===== src/rtl/dec_key_schedule_128.sv =====
// SWAN64 decryption key schedule (128-bit key): runs the encryption schedule forward, then walks it back emitting sk_R..sk_1.
// Latency: start accepted at edge t -> first subkey valid after edge t+ROUNDS; one subkey per cycle under continuous ready.
// Backpressure: sk/sk_round are registered and hold while sk_valid && !sk_ready; no combinational path from sk_ready.
module dec_key_schedule_128 #(
  parameter int          BLOCK_SIZE = 64,
  parameter int          SIDE_SIZE  = BLOCK_SIZE / 2,
  parameter int          KEY_SIZE   = 128,
  parameter int          PD         = 24,
  parameter logic [31:0] DELTA0     = 32'h9e3779b9,
  parameter int          ROUNDS     = 48
) (
  input  logic                  clk,
  input  logic                  rst_n,
  input  logic                  start,
  input  logic [0:KEY_SIZE-1]   key_in,
  output logic                  busy,
  output logic                  sk_valid,
  input  logic                  sk_ready,
  output logic [0:SIDE_SIZE-1]  sk,
  output logic [5:0]            sk_round,
  output logic                  done
);

  // Subkey lives in the least-significant side word (bits SK_LO..KEY_SIZE-1, bit 0 = MSB).
  localparam int          SK_LO    = KEY_SIZE - SIDE_SIZE;
  localparam logic [5:0]  ROUNDS_W = 6'(ROUNDS);
  localparam logic [5:0]  LAST_FWD = 6'(ROUNDS - 1);

  typedef enum logic [1:0] {IDLE, FWD, EMIT} state_t;

  state_t                 state;
  logic [0:KEY_SIZE-1]    key_reg;
  logic [SIDE_SIZE-1:0]   delta_reg;
  logic [5:0]             cnt;

  logic [0:KEY_SIZE-1]    rot_r;
  logic [0:KEY_SIZE-1]    k_fwd;
  logic [0:KEY_SIZE-1]    r_inv;
  logic [0:KEY_SIZE-1]    k_inv;
  logic [SIDE_SIZE-1:0]   d_fwd;
  logic [SIDE_SIZE-1:0]   s_fwd;
  logic [SIDE_SIZE-1:0]   d_inv;
  logic [SIDE_SIZE-1:0]   s_inv;

  // Forward (encryption) step and its exact inverse, both computed from the current state.
  always_comb begin
    rot_r = {key_reg[KEY_SIZE-PD:KEY_SIZE-1], key_reg[0:KEY_SIZE-PD-1]};
    d_fwd = delta_reg + DELTA0;
    s_fwd = rot_r[SK_LO:KEY_SIZE-1] + d_fwd;
    k_fwd = {rot_r[0:SK_LO-1], s_fwd};

    s_inv = key_reg[SK_LO:KEY_SIZE-1] - delta_reg;
    r_inv = {key_reg[0:SK_LO-1], s_inv};
    k_inv = {r_inv[PD:KEY_SIZE-1], r_inv[0:PD-1]};
    d_inv = delta_reg - DELTA0;
  end

  // Control FSM with registered outputs; sk is loaded with the next subkey whenever EMIT is (re)entered or advanced.
  always_ff @(posedge clk or negedge rst_n) begin
    if (!rst_n) begin
      state     <= IDLE;
      key_reg   <= '0;
      delta_reg <= '0;
      cnt       <= '0;
      busy      <= 1'b0;
      sk_valid  <= 1'b0;
      sk        <= '0;
      sk_round  <= '0;
      done      <= 1'b0;
    end else begin
      done <= 1'b0;
      case (state)
        IDLE: begin
          if (start) begin
            key_reg   <= key_in;
            delta_reg <= '0;
            cnt       <= '0;
            busy      <= 1'b1;
            state     <= FWD;
          end
        end
        FWD: begin
          key_reg   <= k_fwd;
          delta_reg <= d_fwd;
          cnt       <= cnt + 6'd1;
          if (cnt == LAST_FWD) begin
            state    <= EMIT;
            sk_valid <= 1'b1;
            sk       <= k_fwd[SK_LO:KEY_SIZE-1];
            sk_round <= ROUNDS_W;
          end
        end
        EMIT: begin
          if (sk_ready) begin
            key_reg   <= k_inv;
            delta_reg <= d_inv;
            cnt       <= cnt - 6'd1;
            if (cnt == 6'd1) begin
              // Last subkey taken: key_reg/delta_reg are back at key_in/0; sk keeps its last value.
              state    <= IDLE;
              sk_valid <= 1'b0;
              busy     <= 1'b0;
              done     <= 1'b1;
            end else begin
              sk       <= k_inv[SK_LO:KEY_SIZE-1];
              sk_round <= cnt - 6'd1;
            end
          end
        end
        default: state <= IDLE;
      endcase
    end
  end

endmodule


===== config.mk =====
export PLATFORM = sky130hd
export DESIGN_NAME = dec_key_schedule_128
export DESIGN_NICKNAME = d
export VERILOG_FILES = /design/src/rtl/dec_key_schedule_128.sv
export SDC_FILE = /design/constraint.sdc
export NUM_CORES = 1
export LEC_CHECK = 0
export ABC_AREA = 1
export BUFFER_PORTS_ARGS = -buffer_cell sky130_fd_sc_hd__buf_2
export CELL_PAD_IN_SITES_DETAIL_PLACEMENT = 0
export CELL_PAD_IN_SITES_GLOBAL_PLACEMENT = 1
export CORE_ASPECT_RATIO = 2
export CORE_MARGIN = 5
export CORE_UTILIZATION = 47
export CTS_CLUSTER_SIZE = 24
export DETAILED_ROUTE_END_ITERATION = 12
export PLACE_DENSITY = 0.9
export SLEW_MARGIN = 10
export SYNTH_ARGS = -nofsm -noshare
export SYNTH_HDL_FRONTEND = slang
export SYNTH_SLANG_ARGS = --single-unit
export TNS_END_PERCENT = 50

===== constraint.sdc =====
create_clock -name clk -period 5.6 [get_ports clk]
set_input_delay 0.84 -clock clk [delete_from_list [all_inputs] [get_ports clk]]
set_output_delay 0.84 -clock clk [all_outputs]
set_load 0.05 [all_outputs]

==> flow_metrics.tcl <==
set metrics [dict create \
    antenna_found_initial 4 \
    crit_top_cell "nand2_1" \
    grt-ovfl-total 0 \
    finalHoldViolCount 0 \
    drtIter0Drc 1587 \
    cts_resized 0 \
    ys_seq_area_share_pct 31.4 \
    drc 0 \
    synth_flop_cell "dfrtp_1" \
    cp_top_family "simple AND/OR/NAND/NOR gates" \
    vias 19000 \
    worst_pin_slew_ns 1.29 \
    area_delta_synth_final_pct 11.4 \
    clockBufferDepth 3 \
    final_layout_size_suffix_gt1_share_pct 12.0 \
    dieArea_mm2 0.0395 \
    min_period_ns 4.33 \
    grt_pass1_vias 18900 \
    netlist_area_mm2 0.0167 \
    synth_edf_count 0 \
    die_h_um 276 \
    clock-sinks 209 \
    final_common_cell "nand2_1" \
    pin_count 173 \
    slew_viol_final 0 \
    clk-insertion-delay-late_ns 0.55 \
    grt_util_all_layers_pct 39.8 \
    fmax_ghz 0.231 \
    nNetsFinal 2805 \
    worstPathRequired_ns 6.03 \
    rows 97 \
    grt_pass1_wl_um 117000 \
    dp_hpwl_um 61100 \
    core-area_mm2 0.0351 \
    crit_path_end_kind "flop" \
    hold_path_class "primary input to asynchronous set/reset pin" \
    cts_hold_buf 0 \
    cts_tree "built" \
    worstSetupPathType "flop to flop" \
    crit_fanout 6 \
    port_buffers 172 \
    crit_chain "inv_2 > nand2_2 > inv_2 > nand4_1 > nand3b_1 > nand2_1 > nand2_1 > and2_1 > ha_1 > nand2_1 > nor3_1 > o21ai_0 > nand3_1 > a21oi_1 > nand2_1 > nand3_1 > nand3_1 > nand2_1 > nand2_1 > nand2_1" \
    slew_headroom_pct 12.8 \
    drt_first_pass_iters 6 \
    post_cts_buffers 0 \
    syn_avg_cell_area_um2 6.64 \
    post_drt_via_cell_ratio 6.19 \
    synth_largest_area_cell "dfrtp_1" \
    totalWireLength_um 79900 \
    drt.antenna.violating_nets 0 \
    status "finished clean" \
    start_util_pct 47.5 \
    start_kind "flop" \
    cp_data_arrival_time_ns 4.76 \
    rsz0062_at_grt "false" \
    wl_per_cell_um 26.1 \
    finalSetupViolCount 0 \
    cap_violations 0 \
    path_clk_slew_ns 0.07 \
    grt_max_degree 196 \
    ys_ff_latch 209 \
    critical-path-slowest-cell "nand4_1" \
    cts_made_buffers 22 \
    critPathBufInv 2 \
    tns_ns 0 \
    fin_crit_sh_pct 77.4 \
    synth_warnings 0 \
    synthCells 2509 \
    ys_types 57 \
    yosys-top-cells-area "dfrtp_1 31%, nand2_1 14%, o21ai_0 7.7%, nor2_1 6.2%, ha_1 5.4%" \
    layout_common_cells "624 x nand2_1, 274 x nor2_1, 256 x o21ai_0" \
    routabilityCongestion 1.10 \
    synth_fp_nets 2715 \
    clock_skew_ns 0.0154 \
    die_x_um 143 \
    async_reset_ff_share_pct 100 \
    yosysTopAreaCellShare_pct 31.4 \
    largest_register_ff_count 128 \
    critical_path.max_stage_delay_ns 0.51 \
    cts_root_buffer "clkbuf_16" \
    cts_max_level 1 \
]
## cell usage after synthesis (2+ instances only)
cell / n
clkbuf_1: 70
a32oi_1: 2
buf_2: 29
nand3b_1: 18
buf_1: 16
xnor2_1: 3
nand2_2: 16
nor2_1: 274
nor3_2: 2
nand4_1: 24
o21bai_1: 4
inv_1: 213
o22ai_1: 57
nor4_1: 4
xor2_2: 3
a32o_1: 3
and2_1: 6
dfrtp_1: 209
nor2_2: 9
o211ai_1: 28
o21ai_1: 31
nand2_1: 624
inv_2: 25
nand3_2: 4
or2_2: 7
nor3_1: 26
buf_4: 4
nand2_4: 5
nor2_4: 3
inv_4: 2
a21oi_1: 168
fa_1: 2
a21o_1: 6
a21oi_2: 3
buf_6: 2
ha_1: 72
a21boi_0: 2
xor2_1: 26
or2_1: 2
nand3_1: 148
o21a_1: 7
a221oi_1: 46
o21ai_0: 256
a31oi_1: 35
## worst reg2reg max path, delay by kind of cell (launching register included)
kind            cells  cell delay, ns
compound gates      2            0.19
buf+inv             2            0.35
simple gates       15            2.85
fa+ha+maj           1            0.38
flops               1            0.47
## through the flow
| stage | cells | worst slack, ns | util (%) | hold slack, ns | instance area [um2] |
|---|---|---|---|---|---|
| floorplan | 2509 | 2.81 | - | 0.471 | 16700 |
| global placement | 3020 | 1.72 | 50.6 | 0.452 | 17800 |
| detailed placement | 3020 | 1.69 | 50.6 | 0.455 | 17800 |
| CTS | 3060 | 1.67 | 52.9 | 0.382 | 18600 |
| global route | 3061 | 1.19 | 52.9 | 0.375 | 18600 |
| finish | 3062 | 1.27 | 52.9 | 0.348 | 18600 |
## logic make-up (layout without fill, tap and decap cells)
family | after synthesis | count (layout) | synth area share, %
XOR/XNOR | 32 | 32 | 1.82
other | 0 | 2 | 0
AND/OR/NAND/NOR | 1173 | 1173 | 29.8
AO/OA/AOI/OAI | 659 | 659 | 22.8
flip-flops | 209 | 209 | 31.4
buffers and inverters | 362 | 468 | 8.58
adder cells (fa/ha/maj) | 74 | 74 | 5.65
## metal layers
layer | GRT usage (%) | vias up | share of wire, %
li1 | - | 8681 | -
met1 | 41.2 | 9019 | 33
met2 | 67.2 | 929 | 49
met3 | 8.91 | 337 | 7.2
met4 | 32.5 | 2 | 11
met5 | 0 | - | 0.016
## final timing paths
check                               from          end  slack, ns  depth (start not counted)
max reg2reg                delta_reg[20]        sk[0]       1.27                         20
min                                rst_n       cnt[4]       0.35                          1
min in group clk                  sk[30]       sk[30]       0.47                          2
min reg2reg                       sk[30]       sk[30]       0.47                          2
max                        delta_reg[20]        sk[0]       1.27                         20
max in group asynchronous          rst_n  key_reg[86]       3.98                          2
## final cells by class
class                   instances  area [um2]
diodes                          2        5.00
clock buffers                  29         628
clock inverters                11         168
fillers                      3633       16500
inverters                     241         912
multi-input cells            1938       10000
flip-flops and latches        209        5230
well taps                     445         557
repair buffers                187        1020
Power is left out: the tool's default activity adds up to more than one toggle a clock period on the data nets, which glitch-free logic cannot reach.
